===== src/rtl/socket_rr.sv =====
// Multi-channel socket: N_CH input FIFOs merged onto one output via a round-robin arbiter.
// Optional sticky overflow flags are enabled by defining SOCKET_RR_OVF_EN.
module socket_rr #(
    parameter int DATA_WIDTH   = 8,
    parameter int DEPTH        = 4,
    parameter int N_CH         = 2,
    parameter int AFULL_THRESH = 3,
    localparam int CH_W        = (N_CH > 1) ? $clog2(N_CH) : 1,
    localparam int LVL_W       = $clog2(DEPTH) + 1
) (
    input  logic                       i_clk,
    input  logic                       i_rst,
    input  logic [N_CH*DATA_WIDTH-1:0] i_data,
    input  logic [N_CH-1:0]            i_wr_en,
    output logic [N_CH-1:0]            o_full,
    output logic [N_CH-1:0]            o_afull,
    output logic [N_CH*LVL_W-1:0]      o_level,
    input  logic                       i_full,
    output logic [DATA_WIDTH-1:0]      o_data,
    output logic [CH_W-1:0]            o_ch,
    output logic                       o_dv
`ifdef SOCKET_RR_OVF_EN
    ,
    input  logic                       i_ovf_clr,
    output logic [N_CH-1:0]            o_ovf
`endif
);
    localparam int PTR_W = $clog2(DEPTH);

    logic [DATA_WIDTH-1:0] mem [N_CH][DEPTH];
    logic [PTR_W-1:0]      wr_ptr [N_CH];
    logic [PTR_W-1:0]      rd_ptr [N_CH];
    logic [LVL_W-1:0]      level [N_CH];
    logic [LVL_W-1:0]      level_nxt [N_CH];
    logic [N_CH-1:0]       req;
    logic [N_CH-1:0]       wr_ok;
    logic [N_CH-1:0]       pop_c;
    logic [CH_W-1:0]       last_grant;
    logic [CH_W-1:0]       gnt;
    logic                  gnt_valid;
    logic                  pop;

    // Full is the registered flag, so a write is refused even when the same channel pops.
    always_comb begin
        req     = '0;
        wr_ok   = '0;
        o_level = '0;
        for (int c = 0; c < N_CH; c++) begin
            req[c]                     = (level[c] != '0);
            wr_ok[c]                   = i_wr_en[c] && !o_full[c];
            o_level[c*LVL_W +: LVL_W]  = level[c];
        end
    end

    always_comb begin
        gnt_valid = 1'b0;
        gnt       = '0;
        for (int k = 1; k <= N_CH; k++) begin
            if (!gnt_valid && req[(int'(last_grant) + k) % N_CH]) begin
                gnt_valid = 1'b1;
                gnt       = CH_W'((int'(last_grant) + k) % N_CH);
            end
        end
    end

    assign pop = gnt_valid && !i_full;

    always_comb begin
        pop_c = '0;
        for (int c = 0; c < N_CH; c++) begin
            pop_c[c]     = pop && (gnt == CH_W'(c));
            level_nxt[c] = level[c] + LVL_W'(wr_ok[c]) - LVL_W'(pop_c[c]);
        end
    end

    always_ff @(posedge i_clk) begin
        for (int c = 0; c < N_CH; c++) begin
            if (wr_ok[c]) begin
                mem[c][wr_ptr[c]] <= i_data[c*DATA_WIDTH +: DATA_WIDTH];
            end
        end
    end

    always_ff @(posedge i_clk or posedge i_rst) begin
        if (i_rst) begin
            for (int c = 0; c < N_CH; c++) begin
                wr_ptr[c] <= '0;
                rd_ptr[c] <= '0;
                level[c]  <= '0;
            end
            o_full     <= '0;
            o_afull    <= '0;
            last_grant <= CH_W'(N_CH - 1);
            o_dv       <= 1'b0;
            o_data     <= '0;
            o_ch       <= '0;
        end else begin
            for (int c = 0; c < N_CH; c++) begin
                if (wr_ok[c]) begin
                    wr_ptr[c] <= wr_ptr[c] + PTR_W'(1);
                end
                if (pop_c[c]) begin
                    rd_ptr[c] <= rd_ptr[c] + PTR_W'(1);
                end
                level[c]   <= level_nxt[c];
                o_full[c]  <= (level_nxt[c] == LVL_W'(DEPTH));
                o_afull[c] <= (level_nxt[c] >= LVL_W'(AFULL_THRESH));
            end
            o_dv <= pop;
            if (pop) begin
                o_data     <= mem[gnt][rd_ptr[gnt]];
                o_ch       <= gnt;
                last_grant <= gnt;
            end
        end
    end

`ifdef SOCKET_RR_OVF_EN
    // Set wins over clear so an overflow coinciding with a clear is never lost.
    always_ff @(posedge i_clk or posedge i_rst) begin
        if (i_rst) begin
            o_ovf <= '0;
        end else begin
            for (int c = 0; c < N_CH; c++) begin
                if (i_wr_en[c] && o_full[c]) begin
                    o_ovf[c] <= 1'b1;
                end else if (i_ovf_clr) begin
                    o_ovf[c] <= 1'b0;
                end
            end
        end
    end
`endif

endmodule


===== config.mk =====
export PLATFORM = sky130hd
export DESIGN_NAME = socket_rr
export DESIGN_NICKNAME = d
export VERILOG_FILES = /design/src/rtl/socket_rr.sv
export SDC_FILE = /design/constraint.sdc
export NUM_CORES = 1
export LEC_CHECK = 0
export ABC_CLOCK_PERIOD_IN_PS = 5200
export BUFFER_PORTS_ARGS = -buffer_cell sky130_fd_sc_hd__buf_2
export CAP_MARGIN = 10
export CORE_ASPECT_RATIO = 0.75
export CORE_UTILIZATION = 35
export CTS_BUF_LIST = sky130_fd_sc_hd__clkbuf_4
export CTS_CLUSTER_DIAMETER = 40
export DETAILED_ROUTE_END_ITERATION = 16
export HOLD_SLACK_MARGIN = 0.03
export PLACE_DENSITY_LB_ADDON = 0.25
export SYNTH_ARGS = -nofsm -noshare
export SYNTH_HDL_FRONTEND = slang
export SYNTH_SLANG_ARGS = --single-unit
export TNS_END_PERCENT = 100

===== constraint.sdc =====
create_clock -name i_clk -period 5.2 [get_ports i_clk]
set_input_delay 1.04 -clock i_clk [delete_from_list [all_inputs] [get_ports i_clk]]
set_output_delay 1.04 -clock i_clk [all_outputs]
set_load 0.01 [all_outputs]

# Yosys cells after proc, flatten, opt, wreduce, memory -nomap -nowiden
# Memories as Yosys holds them, arrays and structs flattened.
# Index checks and enable logic that the tools add are counted.
[op_classes]
n_addsub = 10
multipliers = 0
n_div = 0
order_cmp = 10
n_eq_ne = 2
n_shift = 0
muxes = 24
bitwise = 7
n_reduce_logical = 14
[ops]
columns = ["operator", "n"]
rows = [
  ["$mux 32", 2],
  ["$demux 8 s2", 2],
  ["$mux 8", 4],
  ["$bmux 8 s2", 1],
  ["$mux 1", 12],
  ["$ge 3x3->1 const B", 3],
  ["$not 2->3", 3],
  ["$add 2x1->2 const B", 4],
  ["$logic_and 1x1->1", 8],
  ["$add 3x1->3", 2],
  ["$eq 3x3->1 const B", 2],
  ["$ge 3x2->1 const B", 2],
  ["$lt 2x3->1 const B", 2],
  ["$lt 3x1->1 const B", 2],
  ["$mux 2", 3],
  ["$reduce_bool 3->1", 2],
  ["$sub 3x1->3", 2],
  ["$logic_not 1->1", 4],
  ["$add 1x1->1 const B", 2],
  ["$and 1x1->1 const A", 2],
  ["$ge 2x2->1 const B", 1],
  ["$not 1->2", 1],
  ["$not 1->1", 1],
]
[totals]
reg_bits = 29
latch_bits = 0
mem_bits_rw = 64
mem_bits_ro = 0
in_bits = 21
out_inout_bits = 20
wordCells = 80
mem_count = 1
[mem_list]
columns = ["memory", "depth", "word_bits", "rd", "rd_clocked_by_memory_dff", "wr", "line", "source"]
rows = [
  ["mem", 2, 32, 1, 0, 2, "30", "logic [DATA_WIDTH-1:0] mem [N_CH][DEPTH];"],
]

# Longest topological paths before layout
[logic_depth]
depth_word = 17
depth_mapped = 12

# Worst setup path after synthesis
# No wires, ideal clock.
[synth_timing]
kind = "input port to flip-flop"
from = "input i_full"
to = "register o_afull[1]"
setup_time_ns = 0.118
arrival_ns = 2.886
t_required_ns = 5.082
slack_ns = 2.196
cell_stages = 11
n_path_buf = 1
cell_sequence = "buf_1 > nor3b_2 > ha_1 > inv_1 > ha_1 > inv_1 > fa_1 > xor2_1 > xnor2_1 > inv_1 > a21o_1"
[synth_lines]
columns = ["item", "line", "source"]
rows = [
  ["start: declaration", "18", "input logic i_full,"],
  ["end signal: indexed assignment", "107", "o_afull[c] <= (level_nxt[c] >= LVL_W'(AFULL_THRESH));"],
  ["end: declaration", "16", "output logic [N_CH-1:0] o_afull,"],
]

==> impl_metrics.env <==
export IMPL_synth_seq_area_share=0.672
export IMPL_fin_worst_skew_ps=9.79
export IMPL_status="finished, violations left"
export IMPL_drtIter0Drc=65
export IMPL_cp_cell_sequence="or3_1, a211oi_2, ha_1, inv_1, ha_1, inv_1, fa_1, xor2_1, xnor2_1, inv_1, a21o_1"
export IMPL_core_um2=10900
export IMPL_fmax_mhz=350
export IMPL_grt_setup_unrepaired="no"
export IMPL_io_pin_count=41
export IMPL_grt_pass1_wl_um=10400
export IMPL_synth_top_cell_area_share=0.488
export IMPL_die_h_um=93.9
export IMPL_post_cts_repair_setup_buffers=0
export IMPL_synth_ff_type="edfxtp_1"
export IMPL_min_period_over_period=0.549
export IMPL_p_clk_frac=0.182
export IMPL_worst_pin_slew_ps=977
export IMPL_arrival_ps=3180
export IMPL_drc_errors=2
export IMPL_critical_path_top_delay_family="adder cells"
export IMPL_synth_fp_nets=280
export IMPL_cts_made_buffers=9
export IMPL_fin_tns_setup_ps=0
export IMPL_grt_max_degree=30
export IMPL_grt_usage=0.122
export IMPL_maxCapViolations=0
export IMPL_path_buf_inv=3
export IMPL_min_period_ps=2860
export IMPL_layout_commonest_cell="edfxtp_1"
export IMPL_clock_path_buffers=2
export IMPL_synth_top_cell_by_area="edfxtp_1"
export IMPL_slew_viol_final=0
export IMPL_hold_start="o_ch"
export IMPL_ff2ff_path_depth=11
export IMPL_fin_ws_ps=2340
export IMPL_cts_tree="done"
export IMPL_p_int_mw=1.73
export IMPL_p_seq_frac=0.460
export IMPL_syn_avg_cell_area_um2=16.1
export IMPL_finalHoldViolCount=0
export IMPL_switchingPower_mw=0.850
export IMPL_pre_cts_ws_ps=1970
export IMPL_power_density_nw_per_um2=580
export IMPL_viasPerCell=4.60
export IMPL_whs_path_depth=1
export IMPL_nets=323
export IMPL_path_common_cell="inv_1"
export IMPL_syn_inst=245
export IMPL_hold_buffers=0
export IMPL_reg2reg_to="o_afull[0]"
export IMPL_post_drt_wl_per_cell_um=15.1
export IMPL_violations="design-rule violations"
export IMPL_first_global_vias=2012
export IMPL_num_vias=1991
export IMPL_die_area_um2=11700
export IMPL_finalSetupViolCount=0
export IMPL_holdWs_ps=493
export IMPL_required_ps=5520
export IMPL_start_util=0.360
export IMPL_dieWidth_um=125
export IMPL_synth_edf_count=64
export IMPL_ir_drop_mv=0.202
export IMPL_min_to="o_ch"
export IMPL_netlist_top_cells_area="edfxtp_1 (49%), dfrtp_1 (18%), mux2i_1 (8.1%)"
export IMPL_worst_skew_pair_late_latency_ps=420
export IMPL_fp_row_count=33
export IMPL_port_buffers=40
export IMPL_cp_end_kind="flip-flop"
export IMPL_r2r_slack_ps=2340
export IMPL_slowest_delay_ps=470
export IMPL_slowest_stage="dfrtp_1"
export IMPL_gr_total_overflow=0
export IMPL_synthesis_area_um2=3940
export IMPL_switching_share=0.329
export IMPL_drive_gt1_frac=0.263
export IMPL_n_antenna_cell=0
export IMPL_clockRootBuffer="clkbuf_4"
export IMPL_dp_hpwl_um=4710
export IMPL_ys_warnings_count=0
export IMPL_area_delta_synth_final_pct=13.0
export IMPL_gp_congestion=0.768
export IMPL_ant_nets=0
export IMPL_firstDrtPassIters=11
export IMPL_p_comb_frac=0.358
export IMPL_reg2reg_from="o_level[4]"
export IMPL_yosys_cell_types_count=35
export IMPL_slew_headroom=0.349
export IMPL_totalWireLength_um=6520
export IMPL_numClockSinks=93
export IMPL_antenna_found_initial=0
export IMPL_critPathLaunchType="flip-flop"
export IMPL_leakagePower_nw=1.85
export IMPL_postCtsResizedCells=0
export IMPL_path_clk_slew_ps=130
export IMPL_final_cell_mix="edfxtp_1 (64), buf_2 (40), mux2i_1 (32)"
export IMPL_worstSetupPathType="flip-flop to flip-flop"
export IMPL_cp_max_fo=5
export IMPL_synth_async_sr_flop_share=0.312
export IMPL_min_path_type="flip-flop to flip-flop"
export IMPL_cts_htree_levels=3
export IMPL_synth_seq_cells=93
## power groups by stage
stage               clock network, mW  logic (mW)  registers, mW
CTS                             0.488       0.946           1.19
floorplan                           0       0.759           1.15
global route                    0.518        1.04           1.22
global placement                    0       0.928           1.21
detailed placement                  0       0.943           1.21
finish                          0.470       0.925           1.19
## final cells by class
| cell class | count | area [µm²] |
|---|---|---|
| sequential | 93 | 2650 |
| multi-input combinational | 126 | 1180 |
| clock inverter | 5 | 98.8 |
| timing repair buffer | 41 | 208 |
| fill | 1021 | 6490 |
| inverter | 17 | 63.8 |
| clock buffer | 11 | 82.6 |
| tap | 140 | 175 |
## flip-flops by register name (all words and copies together), names as in the netlist
signal and flops:
mem 64, o_data 8, o_level 6, rd_ptr 4
wr_ptr 4, o_afull 2, o_full 2, last_grant 1
o_ch 1, o_dv 1
## how the worst max path moves through the flow
stage,cells past startpoint,end,slack (ps),startpoint
6_report,11,o_afull[0],2340,o_level[4]
5_1_grt,11,o_afull[0],2140,o_level[4]
4_1_cts,11,o_afull[0],2300,o_level[4]
3_5_place_dp,12,o_afull[0],1970,i_wr_en[0]
3_3_place_gp,12,o_afull[1],2050,i_wr_en[1]
2_1_floorplan,11,o_afull[1],2200,i_full
## synthesized netlist by cell type, drive strengths merged, types with 4 or more instances
master / instances
edfxtp: 64
buf: 6
xor2: 4
mux2i: 32
xnor2: 6
ha: 12
a21o: 4
dfrtp: 28
o221ai: 8
inv: 17
nand2: 13
mux2: 16
and2: 8
nor3: 4
## metal layers
metal / share of wire / global-route usage
met5: 0 / 0
met4: 0.013 / 0.0402
met3: 0.040 / 0.0421
met2: 0.44 / 0.186
met1: 0.51 / 0.164
## stage by stage
step | cells | utilization | area, µm² | total power, mW
finish | 433 | 0.407 | 4450 | 2.58
floorplan | 245 | - | 3940 | 1.91
global placement | 417 | 0.390 | 4270 | 2.14
detailed placement | 417 | 0.390 | 4270 | 2.15
CTS | 433 | 0.407 | 4450 | 2.63
global route | 433 | 0.407 | 4450 | 2.78
## cells by family (layout without fill, tap and decap cells)
group | after synthesis | after routing | share of synthesized area
mux | 48 | 48 | 0.136
compound gates | 21 | 21 | 0.0460
flops | 93 | 93 | 0.672
xor+xnor | 10 | 10 | 0.0222
simple gates | 33 | 33 | 0.0464
fa+ha+maj | 14 | 14 | 0.0483
buf+inv | 26 | 74 | 0.0292
(Power assumes the default switching activity.)
